`config.mk`:
```
export PLATFORM = sky130hd
export DESIGN_NAME = piezo_seq_drv
export DESIGN_NICKNAME = d
export VERILOG_FILES = /design/src/rtl/piezo_seq_drv.sv
export SDC_FILE = /design/constraint.sdc
export NUM_CORES = 1
export LEC_CHECK = 0
export CORE_MARGIN = 8
export CORE_UTILIZATION = 40
export DETAILED_ROUTE_END_ITERATION = 10
export GPL_TIMING_DRIVEN = 0
export HOLD_SLACK_MARGIN = 0.15
export PLACE_DENSITY = 0.64
export SYNTH_ARGS = -nofsm -noshare
export SYNTH_HDL_FRONTEND = slang
export SYNTH_SLANG_ARGS = --single-unit
```
`constraint.sdc`:
```
create_clock -name clk -period 9.87 [get_ports clk]
set_input_delay 2.4675 -clock clk [delete_from_list [all_inputs] [get_ports clk]]
set_output_delay 2.4675 -clock clk [all_outputs]
set_load 0.02 [all_outputs]
```
`src/rtl/piezo_seq_drv.sv`:
```
// Piezo alert sequencer: plays a parameter-table tune forward, backward or as a
// short fast loop, with a silent gap between repeats of the full tune.
module piezo_seq_drv #(
  parameter bit                        FAST_SIM   = 1'b0,
  parameter int                        NUM_NOTES  = 6,
  parameter int                        FAST_NOTES = 3,
  parameter int                        REPEAT_CYC = 150_000_000,
  parameter logic [NUM_NOTES*16-1:0]   NOTE_PER   = {16'd15944, 16'd18961, 16'd15944,
                                                     16'd18961, 16'd23889, 16'd31888},
  parameter logic [NUM_NOTES*27-1:0]   NOTE_DUR   = {27'd33554432, 27'd4194304, 27'd12582912,
                                                     27'd8388608, 27'd8388608, 27'd8388608}
) (
  input  logic       clk,
  input  logic       rst,
  input  logic       en_steer,
  input  logic       batt_low,
  input  logic       too_fast,
  output logic       piezo,
  output logic       piezo_n,
  output logic       busy,
  output logic [2:0] note_idx,
  output logic [1:0] mode
);

  typedef enum logic [1:0] {IDLE, PLAY, GAP} state_t;

  localparam logic [26:0] DSTEP     = FAST_SIM ? 27'd64 : 27'd1;
  localparam logic [27:0] GSTEP     = FAST_SIM ? 28'd64 : 28'd1;
  localparam logic [27:0] REP       = 28'(REPEAT_CYC);
  localparam logic [2:0]  LAST_IDX  = 3'(NUM_NOTES - 1);
  localparam logic [2:0]  FAST_LAST = 3'(FAST_NOTES - 1);

  state_t             state;
  logic [15:0]        per_cnt;
  logic [26:0]        dur_cnt;
  logic [27:0]        gap_cnt;
  logic [1:0]         req;
  logic [7:0][15:0]   per_tab;
  logic [7:0][26:0]   dur_tab;

  // Unused table slots read as zero so a 3-bit index never leaves the table.
  for (genvar g = 0; g < 8; g++) begin : g_tab
    if (g < NUM_NOTES) begin : g_used
      assign per_tab[g] = NOTE_PER[16*g +: 16];
      assign dur_tab[g] = NOTE_DUR[27*g +: 27];
    end else begin : g_pad
      assign per_tab[g] = '0;
      assign dur_tab[g] = '0;
    end
  end

  always_comb begin
    req = 2'd0;
    if (too_fast)      req = 2'd3;
    else if (batt_low) req = 2'd2;
    else if (en_steer) req = 2'd1;
  end

  function automatic logic [2:0] first_note(input logic [1:0] m);
    return (m == 2'd2) ? LAST_IDX : 3'd0;
  endfunction

  function automatic logic [2:0] last_note(input logic [1:0] m);
    case (m)
      2'd3:    return FAST_LAST;
      2'd2:    return 3'd0;
      default: return LAST_IDX;
    endcase
  endfunction

  logic [15:0] cur_per;
  logic [15:0] half_per;
  logic        note_end;
  logic        gap_end;

  assign cur_per  = per_tab[note_idx];
  assign half_per = {1'b0, cur_per[15:1]};
  assign note_end = (dur_cnt + DSTEP) >= dur_tab[note_idx];
  assign gap_end  = (gap_cnt + GSTEP) >= REP;
  assign busy     = (state != IDLE);
  assign piezo_n  = ~piezo;

  // piezo is registered off the current count, so a fresh note starts low for one clk.
  always_ff @(posedge clk or posedge rst) begin
    if (rst) begin
      state    <= IDLE;
      per_cnt  <= '0;
      dur_cnt  <= '0;
      gap_cnt  <= '0;
      piezo    <= 1'b0;
      note_idx <= '0;
      mode     <= '0;
    end else begin
      case (state)
        IDLE: begin
          piezo   <= 1'b0;
          per_cnt <= '0;
          dur_cnt <= '0;
          gap_cnt <= '0;
          if (req != 2'd0) begin
            state    <= PLAY;
            mode     <= req;
            note_idx <= first_note(req);
          end
        end
        PLAY: begin
          if (note_end) begin
            piezo   <= 1'b0;
            per_cnt <= '0;
            dur_cnt <= '0;
            gap_cnt <= '0;
            if (req == 2'd0) begin
              state    <= IDLE;
              mode     <= 2'd0;
              note_idx <= 3'd0;
            end else if (req != mode) begin
              mode     <= req;
              note_idx <= first_note(req);
            end else if (note_idx == last_note(mode)) begin
              note_idx <= 3'd0;
              if (mode != 2'd3) state <= GAP;
            end else begin
              note_idx <= (mode == 2'd2) ? note_idx - 3'd1 : note_idx + 3'd1;
            end
          end else begin
            piezo   <= per_cnt < half_per;
            per_cnt <= (per_cnt == cur_per - 16'd1) ? 16'd0 : per_cnt + 16'd1;
            dur_cnt <= dur_cnt + DSTEP;
          end
        end
        GAP: begin
          piezo <= 1'b0;
          if (req == 2'd0) begin
            state   <= IDLE;
            mode    <= 2'd0;
            gap_cnt <= '0;
          end else if (req != mode) begin
            state    <= PLAY;
            mode     <= req;
            note_idx <= first_note(req);
            gap_cnt  <= '0;
          end else if (gap_end) begin
            state    <= PLAY;
            note_idx <= first_note(mode);
            gap_cnt  <= '0;
          end else begin
            gap_cnt <= gap_cnt + GSTEP;
          end
        end
        default: state <= IDLE;
      endcase
    end
  end

endmodule

```
==> results.env, run 1 <==
OUTCOME='finished, final reports clean'
HPWL_UM=11790
FINISH.INSTANCE_AREA_SQ_MM=0.006904
ROUTE.LAYER.MET1.WL_UM=7266
CTS.SINK_COUNT=79
DIE_WIDTH_UM=140.8
NUM_IO_PINS=13
AREA_OF_THE_PLACEABLE_CORE_SQ_MM=0.01520
ROOT_BUFFER='clkbuf_16'
SETUP_VIOL_COUNT_FINAL=0
SYNTH.AREA.TOP_CELLS='dfrtp_1 32%, ha_1 5.6%, nand2_1 3.8%'
GRT_PASS1_WL_UM=27220
CRIT_PATH_MAX_FANOUT=10
START_UTIL_PCT=40.98
LEAKAGEPOWER_nW=2.743
NUMBER_OF_GLOBAL_ROUTE_VIAS_BEFORE_REPAIR=5433
SYNTHESIS.INSTANCES=729
FF_LATCH_AREA_SQ_MM=0.001977
POST-ROUTE-PERIOD-UTIL_PCT=50.38
SYNTH.LIB_CELLS_USED.DISTINCT=78
SYN-NUM-NETS=763
YOSYS_WARNINGS=0
INSERTEDDIODECOUNT=0
YS_DOMINANT_REG_CELL='dfrtp_1'
CP.ARRIVAL_NS=5.22
INTPOWER_W=0.0008010
FINALHOLDVIOLATIONS=0
NUMBER_OF_FLIP_FLOPS_AND_LATCHES_IN_THE_SYNTHESIZED_NETLIST=79
GRT_START_MAX_NET_PINS=46
FOOTPRINT_OF_THE_MULTI_INPUT_GATES_SQ_MM=0.003869
SYNTH.CELL_AREA_SQ_MM=0.006230
POSTCTSHOLDBUFS=0
TRITONCTS='yes'
SYNTH_TOP_AREA_SHARE_PCT=31.73
CTSRESIZECOUNT=0
GROUTE.USAGE.OVERALL_PCT=16.67
MAXCLOCKFREQUENCY_MHz=201.1
CTS-HTREE-LEVELS=3
WORSTSETUPPATHTYPE='input pin to flip-flop'
WL_PER_CELL_UM=17.17
DRC=0
PLACEMENT.CELL_AREA_SQ_MM=0.006605
MAXCAPVIOLCOUNT=0
FINAL_MAX_SLEW_VIOL_COUNT=0
GLOBAL_ROUTE.OVERFLOW_TOTAL=0
DRTANTENNAVIOLNETS=0
WORSTSKEWPAIRLATENCY_NS=0.35
ANTENNA_FOUND_INITIAL=0
DR.MAX_LAYER_USED='met4'
CLK_TRANSITION_REPORTED_PATHS_NS=0.07
GLOBALPLACE.CONGESTION=0.8811
REL_SLEW_SLACK_PCT=15.86
SYNTHESIS.AREA_PER_INSTANCE_SQ_UM=8.546
SYNTH_EDF_COUNT=0
CRITPATHCAPTURETYPE='flip-flop'
FINAL_PERIOD_MINUS_WORST_SETUP_SLACK_NS=4.972
N_FILL_CELL=1457
DETAIL_ROUTE.ITER0.VIOLATIONS=388
WORST_EP_REQUIRED_TIME_NS=10.12
DETAILROUTE.WIRELENGTH.MET3_UM=646
PLACE.PORT_BUFFERS=11
RSZ_0062_RAISED_AFTER_GLOBAL_ROUTING='no'
YOSYSMOSTFREQUENTCELL='dfrtp_1'
POWER_DENSITY_mW_PER_MM2=201.8
CTS-BUFFERS-INSERTED=9
DRT-VIAS-PER-INSTANCE=6.015
MET2_WIRE_LENGTH_UM=7808
ROUTED_VIAS=5684
NETS=786
SYNTH_COMMONEST_CELLS='79 x dfrtp_1, 63 x nand2_1, 44 x o21ai_0, 39 x a21oi_1, 39 x inv_1'
SYNTH-ASYNC-RESET-RATIO_PCT=100.0
FINAL_LAYOUT_SIZE_SUFFIX_GT1_SHARE_PCT=9.379
DRT_PRE_ANTENNA_ITERS=5
SWSHARE_PCT=42.52
TIGHTEST_SLEW_NS=1.252
VDD_IR_DROP_MAX_V=0.0001207
SHARE_CLK_OF_TOTAL_POWER_PCT=24.3
CTS_MAX_PATH_BUFFERS=2
POWER.SHARE.SEQUENTIAL_PCT=28.1
DIE_HEIGHT_UM=140.8
AREA.GROWTH.SYNTH_TO_FINAL_PCT=10.83
HP-CLASS='flip-flop to flip-flop'
NET-SWITCHING-POWER_W=0.0005924
POSTCTSSETUPBUFFERS=0
SYNTH.YOSYS.SEQ_AREA_SHARE_PCT=31.73
ROWS=45
FP.DIEAREA_SQ_MM=0.01982
POWER.SHARE.COMBINATIONAL_PCT=47.6
SYNTH_AREA_LEADER_CELL='dfrtp_1'
SETUP.WORST_PATH.START_CLASS='input pin'
SUM_OF_ROUTED_WIRE_LENGTH_OVER_ALL_LAYERS_UM=16230
WORST_CLOCK_SKEW_NS=0.01061
FIN_SETUP_TNS_NS=0
-- power by group through the flow --
stage / combinational, W / clock (W) / sequential [W]
after floorplan: 0.000455 / 0 / 0.000398
after global placement: 0.000641 / 0 / 0.000394
after detailed placement: 0.000661 / 0 / 0.000398
after CTS: 0.000664 / 0.000349 / 0.000392
after global routing: 0.000729 / 0.000361 / 0.000399
final: 0.000663 / 0.000339 / 0.000392
-- final timing paths --
check | from | slack (ns) | depth (start not counted) | to
worst max-delay path | too_fast | 4.90 | 11 | gap_cnt[20]
min in group asynchronous | rst | 2.48 | 2 | dur_cnt[8]
worst min-delay path | dur_cnt[26] | 0.52 | 1 | dur_cnt[26]
worst min register to register | dur_cnt[26] | 0.52 | 1 | dur_cnt[26]
max in group asynchronous | rst | 6.80 | 3 | mode[0]
worst max register to register | dur_cnt[13] | 5.18 | 15 | dur_cnt[7]
-- through the flow --
step	total power, W	setup WS [ns]	hold slack (ns)	std cells	utilization (%)
6_report	0.001393	4.898	0.5220	945	45.42
4_1_cts	0.001406	4.920	0.5229	945	45.42
5_1_grt	0.001489	4.655	0.5287	945	45.42
3_5_place_dp	0.001059	4.551	0.5061	929	43.45
2_1_floorplan	0.0008526	5.379	0.4739	729	-
3_3_place_gp	0.001036	3.946	0.5068	928	43.25
-- critical path: stages --
cell and delay (ns):
clkdlybuf4s50_1 0.52, nor4b_1 0.33, a21oi_1 0.07, o22ai_1 0.34, nand3_1 0.21, a211oi_1 0.31, o2bb2ai_2 0.35, buf_6 0.23
buf_4 0.19, a22oi_1 0.09, o31ai_1 0.11
-- placed cells by master (no fill, tap or decap), types with 9 or more instances in the layout --
master	count
o21a_1	13
nor3_1	19
a22o_1	15
or3_1	23
clkbuf_1	17
a21oi_1	39
nand3_1	36
ha_1	28
nand2_1	63
inv_1	38
buf_2	13
nor4_1	13
o311ai_0	10
a22oi_1	9
a21o_1	12
xor2_1	10
o21ai_0	44
xnor2_1	20
nor2b_1	12
clkdlybuf4s50_1	11
nand4_1	20
o22ai_1	11
and3_1	11
nor3b_1	15
dfrtp_1	79
nor2_1	36
clkbuf_16	9
-- metal layers --
layer / track usage (%) / vias up
met2: 27.63 / 135
met3: 3.140 / 39
li1: - / 2758
met5: 0 / -
met4: 8.201 / 0
met1: 20.42 / 2752
-- cells by family after synthesis --
kind of cell / after synthesis / share of synthesized area, %
AO/OA/AOI/OAI: 207 / 23.80
XOR/XNOR: 30 / 4.218
adder cells (fa/ha/maj): 29 / 5.945
buffers and inverters: 83 / 6.166
flip-flops: 79 / 31.73
multiplexers: 8 / 1.346
AND/OR/NAND/NOR: 293 / 26.79
-- sequential cells by signal (all words and copies together), names as in the netlist --
register  flops
dur_cnt      27
gap_cnt      28
mode          2
note_idx      3
per_cnt      16
piezo         1
state         2
-- final cells by class --
type	instances	share of cell area, %
plain buffers	43	3.389
clock buffers	10	3.461
clock inverters	6	0.8699
inverters	40	2.211
multi-input cells	567	56.03
flip-flops and latches	79	28.63
well taps	188	3.407
repair buffers	12	1.993
No activity file was read; power rests on OpenSTA's default activity.
==> run 2: changes to the inputs <==
PLACE_DENSITY = 0.66   (was 0.64)
clock period = 4.25 ns   (was 9.87 ns; I/O delays follow)
==> run 2 against run 1 <==
Net effect:
- core utilization rose by 0.93 points
- combinational power rose by 140%
- setup slack lost 4.8 ns
- flip-flop and latch count stayed put
- clock skew fell by 0.0037 ns
- routed wire length shrank 1.1%
- non-clock buffer count rose by 8
==> results.env, run 2 (synthesis results as in run 1) <==
WL_PER_CELL_UM=16.83
TIMING.CRITICAL_PATH.MAX_DELAY_FAMILY='compound AO/OA/AOI/OAI gates'
INSERTEDDIODECOUNT=0
FINAL_MAX_SLEW_VIOL_COUNT=0
REG.LARGEST.LIST='gap_cnt x28, dur_cnt x27, per_cnt x16'
REGMOSTFLOPS='gap_cnt'
CRITPATHCAPTURETYPE='flip-flop'
DIE_WIDTH_UM=140.8
ROUTED_VIAS=5671
RSZ_0062_RAISED_AFTER_GLOBAL_ROUTING='yes'
MAXCLOCKFREQUENCY_MHz=243.1
GRT_PASS1_WL_UM=26600
WORST_SLACK_NS=0.1364
AREA.GROWTH.SYNTH_TO_FINAL_PCT=13.10
LEAKAGEPOWER_nW=2.833
PLACE.PORT_BUFFERS=11
SUM_OF_ROUTED_WIRE_LENGTH_OVER_ALL_LAYERS_UM=16040
DRT-VIAS-PER-INSTANCE=5.951
LAYOUT.CELLS.MOST_COMMON='dfrtp_1'
FIN_SETUP_TNS_NS=0
ROWS=45
CRITICAL_PATH.SLOWEST_CELL='a2111o_1'
GLOBAL_ROUTE.OVERFLOW_TOTAL=0
SETUP.REG_TO_REG.WORST_SLACK_NS=0.14
SETUP.WORST_PATH.START_CLASS='flip-flop'
CTS-BUFFERS-INSERTED=9
OUTCOME='finished, final reports clean'
ANTENNA_FOUND_INITIAL=0
NUM_IO_PINS=13
REL_SLEW_SLACK_PCT=42.30
TIGHTEST_SLEW_NS=0.8584
FINAL_LAYOUT_SIZE_SUFFIX_GT1_SHARE_PCT=10.98
WORST_CLOCK_SKEW_NS=0.006925
MAXCAPVIOLCOUNT=0
GLOBALPLACE.CONGESTION=0.8596
ROOT_BUFFER='clkbuf_16'
FINISH.INSTANCE_AREA_SQ_MM=0.007046
SHARE_CLK_OF_TOTAL_POWER_PCT=25.9
WHS_PATH_DEPTH=1
WORST_R2R_PATH_DEPTH=16
HOLDCRITSTARTPOINT='dur_cnt[26]'
END_OF_THE_WORST_HOLD_PATH='dur_cnt[26]'
WORSTSETUPPATHTYPE='flip-flop to flip-flop'
WORST_EP_REQUIRED_TIME_NS=4.47
LAYOUT_COMMON_CELLS='79 x dfrtp_1, 62 x nand2_1, 44 x o21ai_0'
START_UTIL_PCT=40.98
CTS-HTREE-LEVELS=3
GROUTE.USAGE.OVERALL_PCT=16.22
DP_SLACK_NS=-0.2413
FP.DIEAREA_SQ_MM=0.01982
NUMBER_OF_GLOBAL_ROUTE_VIAS_BEFORE_REPAIR=5263
CLK_TRANSITION_REPORTED_PATHS_NS=0.06
DRC=0
FF_LATCH_AREA_SQ_MM=0.001977
WORSTSKEWPAIRLATENCY_NS=0.35
DRT_PRE_ANTENNA_ITERS=5
POWER.SHARE.COMBINATIONAL_PCT=46.9
N_FILL_CELL=1480
POSTCTSHOLDBUFS=0
CP.ARRIVAL_NS=4.34
DRTANTENNAVIOLNETS=0
FOOTPRINT_OF_THE_MULTI_INPUT_GATES_SQ_MM=0.003913
POST-ROUTE-PERIOD-UTIL_PCT=96.79
PLACEMENT.CELL_AREA_SQ_MM=0.006605
LARGEST_REG_FLOPS=28
POWER.SHARE.SEQUENTIAL_PCT=27.3
TIMING.CRITICAL_PATH.CELLS='ha_2 -> nand4_1 -> nor2_4 -> nand3_1 -> or3_1 -> xor2_1 -> ha_1 -> nand4_1 -> a2111o_1 -> a2111oi_4 -> buf_4 -> o41ai_4 -> buf_4 -> buf_6 -> a22oi_1 -> o41ai_2'
CTS.SINK_COUNT=79
DETAIL_ROUTE.ITER0.VIOLATIONS=411
FINALHOLDVIOLATIONS=0
REGTOREGENDPOINT='gap_cnt[7]'
CP_NUM_BUF_INV=3
CTS_MAX_PATH_BUFFERS=2
SWSHARE_PCT=41.04
CRIT_PATH_MAX_FANOUT=10
DIE_HEIGHT_UM=140.8
HPWL_UM=11170
FINAL_PERIOD_MINUS_WORST_SETUP_SLACK_NS=4.114
INTPOWER_W=0.001967
GRT_START_MAX_NET_PINS=47
AREA_OF_THE_PLACEABLE_CORE_SQ_MM=0.01520
POWER_DENSITY_mW_PER_MM2=473.6
NETS=794
HP-CLASS='flip-flop to flip-flop'
NET-SWITCHING-POWER_W=0.001370
VDD_IR_DROP_MAX_V=0.0001994
SETUP_VIOL_COUNT_FINAL=0
WORST_PATH_LARGEST_CELL_DELAY_NS=0.43
TRITONCTS='yes'
POWER_W=0.003337
R2R-START='dur_cnt[0]'
[run 2: layout make-up]
type	instances	area share (%)
inverter	40	2.167
buffer	42	3.374
sequential	79	28.06
clock buffer	13	3.694
clock inverter	3	0.9235
tap	188	3.339
timing repair buffer	21	2.912
multi-input combinational	567	55.53
[run 2: metal layers]
metal	wire length [um]	vias up	global-route usage [%]
li1	-	2789	-
met1	7534	2735	21.45
met2	7577	128	26.28
met3	641	19	3.174
met4	289	0	4.808
met5	0	-	0
[run 2: stage by stage]
stage | hold slack [ns] | std cells | utilization, %
6_report | 0.5244 | 953 | 46.35
5_1_grt | 0.5303 | 953 | 46.35
4_1_cts | 0.5214 | 945 | 45.70
3_5_place_dp | 0.5023 | 929 | 43.45
3_3_place_gp | 0.5063 | 928 | 43.25
2_1_floorplan | 0.4739 | 729 | -
[run 2: how the worst max path moves through the flow]
| stage | startpoint | end | slack [ns] | cells past startpoint |
|---|---|---|---|---|
| floorplan | dur_cnt[11] | per_cnt[5] | 0.56 | 16 |
| global placement | rst | gap_cnt[26] | -0.31 | 2 |
| detailed placement | dur_cnt[13] | dur_cnt[12] | -0.24 | 15 |
| CTS | dur_cnt[0] | gap_cnt[7] | 0.001 | 15 |
| global route | dur_cnt[0] | gap_cnt[7] | -0.06 | 16 |
| finish | dur_cnt[0] | gap_cnt[7] | 0.14 | 16 |
[run 2: timing repair]
item / CTS / global route
pin swaps: 1 / 6
gates cloned: 0 / 0
endpoints found under the setup margin: 34 / 76
resized for setup: 4 / 13
buffers inserted: 0 / 9
[run 2: power groups by stage]
stage / registers, W / logic (W) / clock network [W]
global route: 0.000923 / 0.00173 / 0.000910
finish: 0.000910 / 0.00156 / 0.000863
detailed placement: 0.000921 / 0.00152 / 0
floorplan: 0.000924 / 0.00106 / 0
global placement: 0.000918 / 0.00151 / 0
CTS: 0.000906 / 0.00154 / 0.000881
==> run 3: changes to the inputs <==
CORE_ASPECT_RATIO = 1.25   (was unset)
==> run 3 against run 2 <==
Net effect:
- power fell by 2.0%
- first-iteration DRC count decreased by 12%
- register-to-register slack improved by 0.03 ns
- sequential power about the same
- clock skew rose by 0.0054 ns
- critical endpoint is now dur_cnt[6]
- largest cell class unchanged
==> results.env, run 3 (synthesis results as in run 1) <==
NETS=796
FINISH.INSTANCE_AREA_SQ_MM=0.007066
REGMOSTFLOPS='gap_cnt'
NET-SWITCHING-POWER_W=0.001372
SWSHARE_PCT=41.96
R2R-START='dur_cnt[0]'
REGTOREGENDPOINT='dur_cnt[6]'
SETUP.REG_TO_REG.WORST_SLACK_NS=0.17
START_UTIL_PCT=40.34
GLOBAL_ROUTE.OVERFLOW_TOTAL=0
INTPOWER_W=0.001898
N_FILL_CELL=1549
REG.LARGEST.LIST='gap_cnt x28, dur_cnt x27, per_cnt x16'
CRIT_PATH_START='dur_cnt[0]'
ROUTED_VIAS=5616
DIE_WIDTH_UM=127.6
AREA.GROWTH.SYNTH_TO_FINAL_PCT=13.42
FOOTPRINT_OF_THE_MULTI_INPUT_GATES_SQ_MM=0.003914
SETUP.WORST_PATH.START_CLASS='flip-flop'
GRTUSAGEMET3_PCT=2.055
ROWS=51
FINAL_PERIOD_MINUS_WORST_SETUP_SLACK_NS=4.082
DETAIL_ROUTE.ITER0.VIOLATIONS=360
GROUTE.USAGE.OVERALL_PCT=16.69
PLACE.PORT_BUFFERS=11
DRC=0
TIGHTEST_SLEW_NS=0.7311
WORSTSKEWPAIRLATENCY_NS=0.35
MAXCLOCKFREQUENCY_MHz=245.0
POWER.SHARE.COMBINATIONAL_PCT=48.1
PLACEMENT.CELL_AREA_SQ_MM=0.006635
HP-CLASS='flip-flop to flip-flop'
TRITONCTS='yes'
LAYOUT_COMMON_CELLS='78 x dfrtp_1, 63 x nand2_1, 43 x o21ai_0'
POWER.SHARE.SEQUENTIAL_PCT=27.8
HPWL_UM=11540
DIE_HEIGHT_UM=155.5
VDD_IR_DROP_MAX_V=0.0001936
CLK_TRANSITION_REPORTED_PATHS_NS=0.06
CRIT_PATH_MAX_FANOUT=10
ANTENNA_FOUND_INITIAL=0
CTS-HTREE-LEVELS=3
DRT_PRE_ANTENNA_ITERS=5
SHARE_CLK_OF_TOTAL_POWER_PCT=24.2
GLOBALPLACE.CONGESTION=0.8599
DRTANTENNAVIOLNETS=0
POST-ROUTE-PERIOD-UTIL_PCT=96.05
FF_LATCH_AREA_SQ_MM=0.001978
BUSIEST_LAYER='met2'
NUM_IO_PINS=13
CRITPATHCAPTURETYPE='flip-flop'
WL_PER_CELL_UM=16.36
AREA_OF_THE_PLACEABLE_CORE_SQ_MM=0.01544
WORST_SLACK_NS=0.1678
CTS-BUFFERS-INSERTED=9
LARGEST_REG_FLOPS=28
GRT_START_MAX_NET_PINS=65
REL_SLEW_SLACK_PCT=50.85
WORSTSETUPPATHTYPE='flip-flop to flip-flop'
DP_SLACK_NS=-0.2305
DRT-VIAS-PER-INSTANCE=5.736
FINAL_CORE_UTILIZATION_PCT=45.75
POSTCTSHOLDBUFS=0
FIN_SETUP_TNS_NS=0
FINAL_LAYOUT_SIZE_SUFFIX_GT1_SHARE_PCT=11.34
GRT_PASS1_WL_UM=26770
ROOT_BUFFER='clkbuf_16'
POWER_DENSITY_mW_PER_MM2=462.8
CTS.SINK_COUNT=79
WORST_CLOCK_SKEW_NS=0.01230
SUM_OF_ROUTED_WIRE_LENGTH_OVER_ALL_LAYERS_UM=16020
FINAL_MAX_SLEW_VIOL_COUNT=0
WHS_NS=0.5228
LEAKAGEPOWER_nW=2.821
WORST_R2R_PATH_DEPTH=16
HOLDCRITSTARTPOINT='dur_cnt[26]'
OUTCOME='finished, final reports clean'
NUMBER_OF_GLOBAL_ROUTE_VIAS_BEFORE_REPAIR=5309
USE_MET1_PCT=20.23
CRIT_PATH_CAPTURE='dur_cnt[6]'
FP.DIEAREA_SQ_MM=0.01985
LAYOUT.CELLS.MOST_COMMON='dfrtp_1'
INSERTEDDIODECOUNT=0
SETUP_VIOL_COUNT_FINAL=0
FINALHOLDVIOLATIONS=0
MAXCAPVIOLCOUNT=0
WORST_EP_REQUIRED_TIME_NS=4.48
MET2_TRACK_DEMAND_OVER_RESOURCE_IN_GLOBAL_ROUTING_PCT=29.08
CP.ARRIVAL_NS=4.31
CTS_MAX_PATH_BUFFERS=2
[run 3: cell types whose count changed in the layout (fill, tap and decap cells not counted), sizes merged]
cell and delta:
buf +1, bufinv -1, clkbuf -1, clkinvlp +3
[run 3: final cells by class]
type | instances | area share [%]
multi-input combinational | 567 | 55.39
sequential | 79 | 28.00
tap | 212 | 3.754
clock buffer | 11 | 3.435
buffer | 42 | 3.329
timing repair buffer | 23 | 3.117
inverter | 40 | 2.160
clock inverter | 5 | 0.8146
[run 3: power by group through the flow]
stage	registers [W]	clock network (W)	logic, W
6_report	0.000909	0.000790	0.00157
5_1_grt	0.000925	0.000840	0.00173
4_1_cts	0.000908	0.000812	0.00155
3_5_place_dp	0.000921	0	0.00152
3_3_place_gp	0.000919	0	0.00151
2_1_floorplan	0.000924	0	0.00106
[run 3: through the flow]
| step | cells | total power, W |
|---|---|---|
| floorplan | 729 | 0.001980 |
| global placement | 952 | 0.002434 |
| detailed placement | 953 | 0.002445 |
| CTS | 970 | 0.003273 |
| global route | 979 | 0.003493 |
| finish | 979 | 0.003270 |
[run 3: layer usage]
layer,vias to the layer above,wire length (um)
li1,2795,-
met1,2703,7129
met2,96,8101
met3,22,460
met4,0,325
met5,-,0
[run 3: critical path: stages, from the launching register on]
cell and delay (ns):
dfrtp_1 0.42, ha_1 0.25, nand4_1 0.21, nor2_4 0.20, nand3_1 0.14, or3_1 0.39
xor2_1 0.18, ha_1 0.29, nand4_1 0.14, a2111o_1 0.43, a2111oi_4 0.19, buf_4 0.21
or4_1 0.13, buf_6 0.14, buf_2 0.26, o21ai_0 0.15, a22o_1 0.22
[run 3: worst min-delay path by stage]
stage | slack [ns] | cells past startpoint | to
global placement | 0.50 | 1 | dur_cnt[26]
global route | 0.55 | 1 | dur_cnt[26]
detailed placement | 0.50 | 1 | dur_cnt[26]
floorplan | 0.47 | 1 | dur_cnt[26]
finish | 0.52 | 1 | dur_cnt[26]
CTS | 0.52 | 1 | dur_cnt[26]
[run 3: repair_timing]
item,CTS,global route
pin swaps,1,4
setup endpoints to repair,30,74
setup buffers,1,10
resized for setup,4,12
